File: src/rtl/xc_sha3_lane_seq_if.sv
// rtl/xc_sha3_lane_seq_if.sv - control, datapath-select and lane-index stream bundle for xc_sha3_lane_seq
// master = sequencer side, slave = micro-sequencer / datapath / LSU side
interface xc_sha3_lane_seq_if;
    logic        start;
    logic        abort;
    logic [2:0]  mode;
    logic [1:0]  shamt_cfg;
    logic        busy;
    logic        done;
    logic        err;
    logic        chk_fail;
    logic [31:0] dp_rs1;
    logic [31:0] dp_rs2;
    logic [1:0]  dp_shamt;
    logic        dp_f_xy;
    logic        dp_f_x1;
    logic        dp_f_x2;
    logic        dp_f_x4;
    logic        dp_f_yx;
    logic [31:0] dp_result;
    logic        idx_valid;
    logic        idx_ready;
    logic [31:0] idx_data;
    logic [2:0]  idx_x;
    logic [2:0]  idx_y;
    logic        idx_last;

    modport master (
        input  start, abort, mode, shamt_cfg, dp_result, idx_ready,
        output busy, done, err, chk_fail,
        output dp_rs1, dp_rs2, dp_shamt,
        output dp_f_xy, dp_f_x1, dp_f_x2, dp_f_x4, dp_f_yx,
        output idx_valid, idx_data, idx_x, idx_y, idx_last
    );

    modport slave (
        output start, abort, mode, shamt_cfg, dp_result, idx_ready,
        input  busy, done, err, chk_fail,
        input  dp_rs1, dp_rs2, dp_shamt,
        input  dp_f_xy, dp_f_x1, dp_f_x2, dp_f_x4, dp_f_yx,
        input  idx_valid, idx_data, idx_x, idx_y, idx_last
    );
endinterface

File: src/rtl/xc_sha3_lane_seq.sv
// rtl/xc_sha3_lane_seq.sv - walks the 25 Keccak lanes through the xc_sha3 index datapath and streams the results
// Optional reference checker on the datapath result: XC_SHA3_LANE_SEQ_CHECK_EN
module xc_sha3_lane_seq (
    input  logic                   i_clock,
    input  logic                   i_resetn,
    xc_sha3_lane_seq_if.master     bus
);

    typedef enum logic [1:0] {
        ST_IDLE = 2'd0,
        ST_RUN  = 2'd1,
        ST_DONE = 2'd2
    } state_t;

    state_t     r_state;
    state_t     w_state_nxt;
    logic [2:0] r_x;
    logic [2:0] r_y;
    logic [2:0] w_x_nxt;
    logic [2:0] w_y_nxt;
    logic [2:0] r_mode;
    logic [2:0] w_mode_nxt;
    logic [1:0] r_shamt;
    logic [1:0] w_shamt_nxt;
    logic       r_err;
    logic       w_err_nxt;

    logic       w_run;
    logic       w_last;
    logic       w_fire;
    logic       w_mode_ok;

    assign w_run     = (r_state == ST_RUN);
    assign w_last    = w_run && (r_x == 3'd4) && (r_y == 3'd4);
    assign w_fire    = w_run && bus.idx_ready;
    assign w_mode_ok = (bus.mode <= 3'd4);

    always_ff @(posedge i_clock or negedge i_resetn) begin
        if (!i_resetn) begin
            r_state <= ST_IDLE;
            r_x     <= 3'd0;
            r_y     <= 3'd0;
            r_mode  <= 3'd0;
            r_shamt <= 2'd0;
            r_err   <= 1'b0;
        end else begin
            r_state <= w_state_nxt;
            r_x     <= w_x_nxt;
            r_y     <= w_y_nxt;
            r_mode  <= w_mode_nxt;
            r_shamt <= w_shamt_nxt;
            r_err   <= w_err_nxt;
        end
    end

    // abort is checked before the handshake so a same-cycle accept is discarded
    always_comb begin
        w_state_nxt = r_state;
        w_x_nxt     = r_x;
        w_y_nxt     = r_y;
        w_mode_nxt  = r_mode;
        w_shamt_nxt = r_shamt;
        w_err_nxt   = 1'b0;
        case (r_state)
            ST_IDLE: begin
                if (bus.start) begin
                    if (w_mode_ok) begin
                        w_state_nxt = ST_RUN;
                        w_mode_nxt  = bus.mode;
                        w_shamt_nxt = bus.shamt_cfg;
                        w_x_nxt     = 3'd0;
                        w_y_nxt     = 3'd0;
                    end else begin
                        w_err_nxt   = 1'b1;
                    end
                end
            end
            ST_RUN: begin
                if (bus.abort) begin
                    w_state_nxt = ST_IDLE;
                    w_x_nxt     = 3'd0;
                    w_y_nxt     = 3'd0;
                end else if (w_fire) begin
                    if (w_last) begin
                        w_state_nxt = ST_DONE;
                        w_x_nxt     = 3'd0;
                        w_y_nxt     = 3'd0;
                    end else if (r_x == 3'd4) begin
                        w_x_nxt     = 3'd0;
                        w_y_nxt     = r_y + 3'd1;
                    end else begin
                        w_x_nxt     = r_x + 3'd1;
                    end
                end
            end
            ST_DONE: begin
                w_state_nxt = ST_IDLE;
            end
            default: begin
                w_state_nxt = ST_IDLE;
                w_x_nxt     = 3'd0;
                w_y_nxt     = 3'd0;
            end
        endcase
    end

    assign bus.busy      = (r_state == ST_RUN) || (r_state == ST_DONE);
    assign bus.done      = (r_state == ST_DONE);
    assign bus.err       = r_err;

    assign bus.dp_rs1    = {29'd0, r_x};
    assign bus.dp_rs2    = {29'd0, r_y};
    assign bus.dp_shamt  = r_shamt;
    assign bus.dp_f_xy   = w_run && (r_mode == 3'd0);
    assign bus.dp_f_x1   = w_run && (r_mode == 3'd1);
    assign bus.dp_f_x2   = w_run && (r_mode == 3'd2);
    assign bus.dp_f_x4   = w_run && (r_mode == 3'd3);
    assign bus.dp_f_yx   = w_run && (r_mode == 3'd4);

    assign bus.idx_valid = w_run;
    assign bus.idx_data  = w_run ? bus.dp_result : 32'd0;
    assign bus.idx_x     = r_x;
    assign bus.idx_y     = r_y;
    assign bus.idx_last  = w_last;

`ifdef XC_SHA3_LANE_SEQ_CHECK_EN
    function automatic logic [2:0] mod5(input logic [4:0] v);
        logic [4:0] t;
        t = v;
        if (t >= 5'd20)      t = t - 5'd20;
        else if (t >= 5'd15) t = t - 5'd15;
        else if (t >= 5'd10) t = t - 5'd10;
        else if (t >= 5'd5)  t = t - 5'd5;
        return t[2:0];
    endfunction

    logic [2:0]  w_ref_x;
    logic [2:0]  w_ref_y;
    logic [4:0]  w_ref_lane;
    logic [31:0] w_ref_idx;
    logic        r_chk_fail;

    // every mode reduces to lane = rx + 5*ry with a per-mode (rx, ry)
    always_comb begin
        w_ref_x = r_x;
        w_ref_y = r_y;
        case (r_mode)
            3'd1: w_ref_x = mod5({2'b00, r_x} + 5'd1);
            3'd2: w_ref_x = mod5({2'b00, r_x} + 5'd2);
            3'd3: w_ref_x = mod5({2'b00, r_x} + 5'd4);
            3'd4: begin
                w_ref_x = r_y;
                w_ref_y = mod5({1'b0, r_x, 1'b0} + 5'd3 * {2'b00, r_y});
            end
            default: ;
        endcase
        w_ref_lane = {2'b00, w_ref_x} + 5'd5 * {2'b00, w_ref_y};
        w_ref_idx  = {27'd0, w_ref_lane} << r_shamt;
    end

    always_ff @(posedge i_clock or negedge i_resetn) begin
        if (!i_resetn) begin
            r_chk_fail <= 1'b0;
        end else if (w_run && (bus.dp_result != w_ref_idx)) begin
            r_chk_fail <= 1'b1;
        end
    end

    assign bus.chk_fail = r_chk_fail;
`else
    assign bus.chk_fail = 1'b0;
`endif

endmodule

File: src/flat_wrapper.sv
// flat-port wrapper written by rule: the top's interface ports become plain ports
module xc_sha3_lane_seq_flat 
  (i_clock, i_resetn, bus_start, bus_abort, bus_mode, bus_shamt_cfg, bus_dp_result, bus_idx_ready, bus_busy, bus_done, bus_err, bus_chk_fail, bus_dp_rs1, bus_dp_rs2, bus_dp_shamt, bus_dp_f_xy, bus_dp_f_x1, bus_dp_f_x2, bus_dp_f_x4, bus_dp_f_yx, bus_idx_valid, bus_idx_data, bus_idx_x, bus_idx_y, bus_idx_last);
  xc_sha3_lane_seq_if bus_i ();
  input  logic i_clock;
  input  logic i_resetn;
  input wire logic [$bits(bus_i.start)-1:0] bus_start;
  input wire logic [$bits(bus_i.abort)-1:0] bus_abort;
  input wire logic [$bits(bus_i.mode)-1:0] bus_mode;
  input wire logic [$bits(bus_i.shamt_cfg)-1:0] bus_shamt_cfg;
  input wire logic [$bits(bus_i.dp_result)-1:0] bus_dp_result;
  input wire logic [$bits(bus_i.idx_ready)-1:0] bus_idx_ready;
  output wire logic [$bits(bus_i.busy)-1:0] bus_busy;
  output wire logic [$bits(bus_i.done)-1:0] bus_done;
  output wire logic [$bits(bus_i.err)-1:0] bus_err;
  output wire logic [$bits(bus_i.chk_fail)-1:0] bus_chk_fail;
  output wire logic [$bits(bus_i.dp_rs1)-1:0] bus_dp_rs1;
  output wire logic [$bits(bus_i.dp_rs2)-1:0] bus_dp_rs2;
  output wire logic [$bits(bus_i.dp_shamt)-1:0] bus_dp_shamt;
  output wire logic [$bits(bus_i.dp_f_xy)-1:0] bus_dp_f_xy;
  output wire logic [$bits(bus_i.dp_f_x1)-1:0] bus_dp_f_x1;
  output wire logic [$bits(bus_i.dp_f_x2)-1:0] bus_dp_f_x2;
  output wire logic [$bits(bus_i.dp_f_x4)-1:0] bus_dp_f_x4;
  output wire logic [$bits(bus_i.dp_f_yx)-1:0] bus_dp_f_yx;
  output wire logic [$bits(bus_i.idx_valid)-1:0] bus_idx_valid;
  output wire logic [$bits(bus_i.idx_data)-1:0] bus_idx_data;
  output wire logic [$bits(bus_i.idx_x)-1:0] bus_idx_x;
  output wire logic [$bits(bus_i.idx_y)-1:0] bus_idx_y;
  output wire logic [$bits(bus_i.idx_last)-1:0] bus_idx_last;
  assign bus_i.start = bus_start;
  assign bus_i.abort = bus_abort;
  assign bus_i.mode = bus_mode;
  assign bus_i.shamt_cfg = bus_shamt_cfg;
  assign bus_i.dp_result = bus_dp_result;
  assign bus_i.idx_ready = bus_idx_ready;
  assign bus_busy = bus_i.busy;
  assign bus_done = bus_i.done;
  assign bus_err = bus_i.err;
  assign bus_chk_fail = bus_i.chk_fail;
  assign bus_dp_rs1 = bus_i.dp_rs1;
  assign bus_dp_rs2 = bus_i.dp_rs2;
  assign bus_dp_shamt = bus_i.dp_shamt;
  assign bus_dp_f_xy = bus_i.dp_f_xy;
  assign bus_dp_f_x1 = bus_i.dp_f_x1;
  assign bus_dp_f_x2 = bus_i.dp_f_x2;
  assign bus_dp_f_x4 = bus_i.dp_f_x4;
  assign bus_dp_f_yx = bus_i.dp_f_yx;
  assign bus_idx_valid = bus_i.idx_valid;
  assign bus_idx_data = bus_i.idx_data;
  assign bus_idx_x = bus_i.idx_x;
  assign bus_idx_y = bus_i.idx_y;
  assign bus_idx_last = bus_i.idx_last;
  xc_sha3_lane_seq u_core (.i_clock(i_clock), .i_resetn(i_resetn), .bus(bus_i));
endmodule
File: config.mk
export PLATFORM = sky130hd
export DESIGN_NAME = xc_sha3_lane_seq_flat
export DESIGN_NICKNAME = d
export VERILOG_FILES = /design/src/rtl/xc_sha3_lane_seq_if.sv /design/src/rtl/xc_sha3_lane_seq.sv /design/src/flat_wrapper.sv
export SDC_FILE = /design/constraint.sdc
export NUM_CORES = 1
export LEC_CHECK = 0
export CORE_MARGIN = 2
export CORE_UTILIZATION = 30
export DETAILED_ROUTE_END_ITERATION = 6
export HOLD_SLACK_MARGIN = 0.03
export PLACE_DENSITY = 0.8
export SYNTH_ARGS = -nofsm -noshare
export SYNTH_HDL_FRONTEND = slang
export SYNTH_SLANG_ARGS = --single-unit
File: constraint.sdc
create_clock -name i_clock -period 2.4 [get_ports i_clock]
set_input_delay 0.72 -clock i_clock [delete_from_list [all_inputs] [get_ports i_clock]]
set_output_delay 0.72 -clock i_clock [all_outputs]
set_load 0.1 [all_outputs]
Word-level counts from Yosys, hierarchy flattened
Index checks and enable logic that the tools add are counted.
{"block": "op_classes", "eq_ne": 13, "mux": 22, "magnitude_cmp": 1, "bitwise": 1, "n_addsub": 2, "n_reduce_logical": 15}
{"cell": "two-way mux 32 bit", "count": 1}
{"cell": "two-way mux 3 bit", "count": 10}
{"cell": "case mux 3 bit (3 select lines)", "count": 2}
{"cell": "two-way mux 2 bit", "count": 5}
{"cell": "== test 3 bit (second input constant)", "count": 3}
{"cell": "logical AND 1 bit", "count": 8}
{"cell": "AND reduction 4 bit", "count": 2}
{"cell": "adder 3 x 1 -> 3 bit (second input constant)", "count": 2}
{"cell": "== test 3 x 2 -> 1 bit (second input constant)", "count": 2}
{"cell": "inequality test 3 bit (second input constant)", "count": 2}
{"cell": "AND reduction 5 bit", "count": 1}
{"cell": "inequality test 4 bit (second input constant)", "count": 1}
{"cell": "case mux 2 bit (2 select lines)", "count": 1}
{"cell": "== test 3 x 1 -> 1 bit (second input constant)", "count": 1}
{"cell": "less-or-equal comparator 3 bit (second input constant)", "count": 1}
{"cell": "zero test 3 bit", "count": 1}
{"cell": "two-way mux 1 bit", "count": 3}
{"cell": "AND reduction 3 bit", "count": 1}
{"cell": "== test 2 x 1 -> 1 bit (second input constant)", "count": 1}
{"cell": "== test 2 bit (second input constant)", "count": 1}
{"cell": "zero test 2 bit", "count": 1}
{"cell": "inequality test 2 x 1 -> 1 bit (second input constant)", "count": 1}
{"cell": "inequality test 2 bit (second input constant)", "count": 1}
{"cell": "logical OR 1 bit", "count": 1}
{"cell": "inverter 1 bit", "count": 1}
{"block": "totals", "in_bits": 42, "elab_cells": 60, "output_inout_bits": 115, "register_bits": 14}

Longest topological paths before layout
Gate-level depths: netlist (run 1).
{"block": "logic_depth", "word_depth": 7, "depth_mapped": 7, "ltp_nobuf": 6}

Worst setup path before layout (run 1)
No wires, ideal clock.
{"block": "synth_timing", "path_type": "reg-to-output", "startpoint": "register u_core.r_state[1]", "endpoint": "output bus_dp_f_xy", "stages_incl_launch_ff": 6, "slack_ps": -2020, "required_time_ps": 1680, "arrival_ps": 3700, "path_cell_list": "dfrtp_1 > inv_1 > ha_1 > buf_2 > nand2b_1 > nor3_1"}
{"block": "synth_between", "elab_chain_len": 2}
{"item": "start: declaration", "line_no": "xc_sha3_lane_seq.sv:15", "source": "state_t r_state;"}
{"item": "start signal: assignment", "line_no": "xc_sha3_lane_seq.sv:47", "source": "r_state <= w_state_nxt;"}
{"item": "== test 2 x 1 -> 1 bit", "line_no": "xc_sha3_lane_seq.sv:33", "source": "assign w_run = (r_state == ST_RUN);"}
{"item": "net bus_idx_valid", "line_no": "flat_wrapper.sv:25", "source": "output wire logic [$bits(bus_i.idx_valid)-1:0] bus_idx_valid;"}
{"item": "logical AND 1 bit", "line_no": "xc_sha3_lane_seq.sv:114", "source": "assign bus.dp_f_xy = w_run && (r_mode == 3'd0);"}
{"item": "end: declaration", "line_no": "flat_wrapper.sv:20", "source": "output wire logic [$bits(bus_i.dp_f_xy)-1:0] bus_dp_f_xy;"}
The timed path passes the listed nets, and every way through them passes these cells.

Final worst setup path (run 1)
{"block": "layout_timing", "startpoint": "register u_core.r_x[1], in the netlist u_core.bus.idx_x[1]", "endpoint": "output bus_idx_last"}
{"block": "layout_between", "elab_chain_len": 3}
{"item": "start: declaration", "line_no": "xc_sha3_lane_seq.sv:17", "source": "logic [2:0] r_x;"}
{"item": "start signal: assignment", "line_no": "xc_sha3_lane_seq.sv:48", "source": "r_x <= w_x_nxt;"}
{"item": "== test 3 bit", "line_no": "xc_sha3_lane_seq.sv:34", "source": "assign w_last = w_run && (r_x == 3'd4) && (r_y == 3'd4);"}
{"item": "logical AND 1 bit (2 in series)", "line_no": "xc_sha3_lane_seq.sv:34"}
{"item": "end: declaration", "line_no": "flat_wrapper.sv:29", "source": "output wire logic [$bits(bus_i.idx_last)-1:0] bus_idx_last;"}
Every way passes these cells.

==> impl_metrics.ini, run 1 <==
[timing]
finClkSkew_ns = 0.00259
min_period_over_period = 0.968
hold_viol = 0
max_freq_ghz = 0.431
slew_violations = 0
max_slew_margin = 0.574
fin_crit_ns = 2.32
setup_violations = 0
worst_pin_slew_ns = 0.637
rsz0062_at_grt = false
hold_slack_ns = 0.510

[logic_synthesis]
ys_ff_latch = 14
post_synth.cell_area_avg_um2 = 8.37
synth_warnings = 0
synth_seq_area_share = 0.226
synthCells = 185
synth_cell_type_count = 29
syn_area_um2 = 1550

[critical_path]
crit_type = flip-flop to output port
critPathArrivalTime_ns = 1.60
cp-end-kind = output port
critPathRequiredTime_ns = 1.68
max_stage_delay_ns = 0.42
cp_max_fo = 5
crit_path_top_delay_cell = dfrtp_2
critPathLaunchType = flip-flop
critical_path.cell_chain = inv_1, ha_2, and4_2, and2_2, buf_12

[cells_and_area]
n_fill_cell = 457
diodes = 0
nets = 334
final_common_cell = conb_1
final_cell_mix = conb_1, clkdlybuf4s50_1, buf_12
drive_gt1_frac = 0.445
final_cell_area_um2 = 2930
syn_to_final_growth_pct = 89.2

[clock_network]
root_buffer = clkbuf_8
htree_levels = 1
clk_path_buf_depth = 2
clock_latency_ns = 0.25
cts_hold_buffers = 0
clk_pin_slew_ns = 0.06
cts_buffers = 3
cts_tree = done
cts_sinks = 14

[floorplan]
placementRows = 26
ios = 157
die_area_um2 = 5750
die_w_um = 75.9
initial_core_util = 0.307
die_h_um = 75.9
core_area_um2 = 5040

[route]
totalWireLength_um = 4480
drtAntennaViolNets = 0
first_pass_iters = 4
vias_per_cell = 3.97
wire_per_inst_um = 12.7
drt_iter0_markers = 19
vias = 1401
drc = 0

[placement]
portBuffers = 97
place_hpwl_um = 3830
post_dp_cell_area_um2 = 2830
gp_congestion = 0.871

[grt]
grt_use_total = 0.142
grt.overflow.total = 0
grt_start_max_net_pins = 20
antenna_found_initial = 0
grt_pass1_vias = 1250
grt_pass1_wl_um = 5980

[flow_run]
cap_violations = 0

[outcome]
status = finished clean

[min_path]
hp-class = flip-flop to flip-flop
-- synthesized netlist by cell type --
cell	count	area (um2)
and4b_1	1	10.0
dfrtp_1	14	350
o211a_4	1	17.5
nor2b_1	2	12.5
nor3_1	6	30.0
nand2b_1	2	12.5
clkbuf_1	3	11.3
conb_1	1	3.75
ha_1	8	100
inv_1	9	33.8
a21oi_1	5	25.0
nand3_1	3	15.0
o21ai_0	2	10.0
nand2_1	7	26.3
buf_2	1	5.00
o22ai_1	2	12.5
a22o_2	1	10.0
and4_1	1	8.76
o21a_1	1	7.51
a21boi_4	1	18.8
mux2i_1	2	20.0
buf_4	65	488
mux2_4	1	15.0
mux2_2	4	45.0
nor3_4	1	16.3
and2_1	33	206
nor2_1	5	18.8
or3_1	1	6.26
a31oi_1	2	12.5
-- critical path, delay by kind of cell (launching register included) --
| kind | cells | cell delay, ns |
|---|---|---|
| and+or+nand+nor | 2 | 0.46 |
| adders and majority gates | 1 | 0.20 |
| buffers and inverters | 2 | 0.26 |
| DFF | 1 | 0.42 |
-- metal layers --
metal	up-vias	global-route usage	routed length, um
met5	-	0	0
met4	0	0.0663	67
met3	5	0.0423	522
met2	84	0.261	2370
met1	648	0.145	1520
li1	664	-	-
-- repair_timing --
item	in CTS	in global routing
endpoints found under the setup margin	0	12
resized for setup	0	2
setup buffers	0	5
endpoints found under the hold margin	0	0
-- cells by family after synthesis --
| family | count (synthesis) | synth area share |
|---|---|---|
| adder cells (fa/ha/maj) | 8 | 0.0646 |
| AO/OA/AOI/OAI | 15 | 0.0735 |
| flip-flops | 14 | 0.226 |
| other | 1 | 0.00242 |
| multiplexers | 7 | 0.0517 |
| AND/OR/NAND/NOR | 62 | 0.234 |
| buffers and inverters | 78 | 0.347 |
-- per-stage QoR --
| stage | worst slack [ns] | instances | util | TNS (ns) |
|---|---|---|---|---|
| global route | 0.0111 | 353 | 0.581 | 0 |
| global placement | 0.115 | 344 | 0.562 | 0 |
| CTS | 0.0456 | 348 | 0.573 | 0 |
| finish | 0.0772 | 353 | 0.581 | 0 |
| detailed placement | 0.0773 | 344 | 0.562 | 0 |
| floorplan | -0.180 | 243 | - | -0.484 |
-- flip-flops by register name (all words and copies together) (netlist names) --
register,flops
u_core.r_state,2
u_core.bus.idx_x,3
u_core.r_mode,3
u_core.bus.err,1
u_core.bus.dp_shamt,2
u_core.bus.idx_y,3
-- worst paths after layout --
kind                                                      end  slack [ns]  cells after the start                                from
setup / recovery                                 bus_idx_last        0.08                      5     u_core.bus.idx_x[1]$_DFFE_PN0P_
hold / removal             u_core.bus.dp_shamt[1]$_DFFE_PN0P_        0.51                      1  u_core.bus.dp_shamt[1]$_DFFE_PN0P_
setup reg to reg              u_core.bus.idx_y[0]$_DFFE_PN0P_        0.64                      6       u_core.r_state[0]$_DFFE_PN0P_
hold reg to reg            u_core.bus.dp_shamt[1]$_DFFE_PN0P_        0.51                      1  u_core.bus.dp_shamt[1]$_DFFE_PN0P_
max in group asynchronous     u_core.bus.idx_y[0]$_DFFE_PN0P_        1.09                      1                            i_resetn
min in group asynchronous     u_core.bus.idx_x[0]$_DFFE_PN0P_        0.86                      1                            i_resetn
-- layout make-up --
class | count | area (um2) | share of cell area
flip-flops and latches | 14 | 358 | 0.122
well taps | 70 | 87.6 | 0.0299
repair buffers | 105 | 1400 | 0.479
multi-input cells | 151 | 992 | 0.339
inverters | 9 | 33.8 | 0.0115
clock buffers | 4 | 55.1 | 0.0188
Power of run 1 is not shown: default switching activity piles up to over one toggle a cycle in this logic, so the estimate is an artifact.
==> run 2, diff against run 1 <==
--- a/config.mk
+++ b/config.mk
@@ -6,10 +6,10 @@
 export NUM_CORES = 1
 export LEC_CHECK = 0
 export CORE_MARGIN = 2
-export CORE_UTILIZATION = 30
+export CORE_UTILIZATION = 25
 export DETAILED_ROUTE_END_ITERATION = 6
 export HOLD_SLACK_MARGIN = 0.03
-export PLACE_DENSITY = 0.8
+export PLACE_DENSITY = 0.68
 export SYNTH_ARGS = -nofsm -noshare
 export SYNTH_HDL_FRONTEND = slang
 export SYNTH_SLANG_ARGS = --single-unit
==> run 2 against run 1 <==
Compared with the run above:
- cell area unchanged
- via count down 3.1%
- critical path type unchanged
- hold slack worse by 0.00079 ns
- routed wire length is 8.8% lower
- fmax up 0.21%
==> impl_metrics.ini, run 2 (synthesis gave the netlist of run 1 again) <==
[timing]
finClkSkew_ns = 0.00221
max_freq_ghz = 0.431
setup_violations = 0
fin_crit_ns = 2.32
slew_violations = 0
hold_viol = 0
setup_tns_ns = 0
rsz0062_at_grt = false
min_period_over_period = 0.966

[route]
first_pass_iters = 2
drc = 0
totalWireLength_um = 4080
drtAntennaViolNets = 0
vias = 1357
drt_iter0_markers = 11
vias_per_cell = 3.80
wire_per_inst_um = 11.4

[flow_run]
cap_violations = 0

[placement]
place_hpwl_um = 3450
gp_congestion = 0.788
portBuffers = 97

[critical_path]
crit_path_top_delay_cell = dfrtp_2
crit_type = flip-flop to output port
critPathRequiredTime_ns = 1.68
cp_max_fo = 5
critical_path.cell_chain = inv_1, ha_1, and4_2, and2_2, buf_12
critPathLaunchType = flip-flop
critPathArrivalTime_ns = 1.60
max_stage_delay_ns = 0.41
cp-end-kind = output port
r2r_slack_ns = 0.61

[cells_and_area]
utilization = 0.492
diodes = 0
final_common_cell = conb_1
syn_to_final_growth_pct = 89.2
final_cell_mix = conb_1, clkdlybuf4s50_1, buf_12
n_fill_cell = 549
multi_input_area_um2 = 990
register_area_um2 = 358
nets = 333
drive_gt1_frac = 0.440

[min_path]
hp-class = flip-flop to flip-flop

[grt]
grt_use_total = 0.103
grt.overflow.total = 0
grt_pass1_vias = 1069
grt_pass1_wl_um = 5330
antenna_found_initial = 0
grt_start_max_net_pins = 20

[clock_network]
clk_path_buf_depth = 2
clock_latency_ns = 0.25
cts_tree = done
clk_pin_slew_ns = 0.06
htree_levels = 1
cts_buffers = 3
cts_hold_buffers = 0
cts_sinks = 14
root_buffer = clkbuf_8

[floorplan]
die_area_um2 = 6840
die_h_um = 82.7
die_w_um = 82.7
ios = 157
initial_core_util = 0.260
placementRows = 28
core_area_um2 = 5960

[outcome]
status = finished clean
==> run 2: cell types whose count changed in the layout (fill, tap and decap cells not counted) <==
cell,previous run,this run
buf_6,0,1
buf_4,23,21
ha_2,1,0
ha_1,6,7
==> run 2: path summary, 6_finish.rpt <==
| kind | start | to | cells past startpoint |
|---|---|---|---|
| worst min-delay path | u_core.bus.dp_shamt[1]$_DFFE_PN0P_ | u_core.bus.dp_shamt[1]$_DFFE_PN0P_ | 1 |
| min in group asynchronous | i_resetn | u_core.bus.idx_y[1]$_DFFE_PN0P_ | 2 |
| worst min register to register | u_core.bus.dp_shamt[1]$_DFFE_PN0P_ | u_core.bus.dp_shamt[1]$_DFFE_PN0P_ | 1 |
| max in group asynchronous | i_resetn | u_core.bus.idx_y[0]$_DFFE_PN0P_ | 2 |
| worst max register to register | u_core.r_state[0]$_DFFE_PN0P_ | u_core.bus.idx_y[0]$_DFFE_PN0P_ | 6 |
| worst max-delay path | u_core.bus.idx_x[0]$_DFFE_PN0P_ | bus_idx_last | 5 |
==> run 2: stage by stage <==
step | hold WS [ns] | worst slack [ns] | std cells | cell area [um2]
after floorplan | 0.424 | -0.180 | 243 | 1890
after global routing | 0.520 | 0.00554 | 357 | 2930
after CTS | 0.514 | 0.0391 | 355 | 2910
final | 0.509 | 0.0820 | 357 | 2930
after detailed placement | 0.499 | 0.0715 | 350 | 2850
after global placement | 0.493 | 0.106 | 350 | 2850
==> run 2: what timing repair did <==
| item | in CTS | in global routing |
|---|---|---|
| buffers inserted | 1 | 2 |
| endpoints found under the setup margin | 3 | 19 |
| pin swaps | 0 | 0 |
| resized for setup | 1 | 1 |
==> run 2: layer usage <==
layer / global-route usage / wire length [um]
met2: 0.179 / 2130
met3: 0.0446 / 569
met4: 0.0197 / 14
met1: 0.119 / 1370
met5: 0 / 0
==> run 2: critical path, delay by kind of cell (launching register included) <==
kind	cells	cell delay (ns)
DFF	1	0.41
and+or+nand+nor	2	0.50
buffers and inverters	2	0.22
adders and majority gates	1	0.22
==> run 2: final cells by class <==
cell class                      instances  share of cell area
Inverter                                9              0.0115
Tap cell                               75              0.0320
Clock buffer                            4              0.0188
Multi-Input combinational cell        151               0.338
Timing Repair Buffer                  104               0.478
Sequential cell                        14               0.122
Power of run 2 is left out for the same reason.
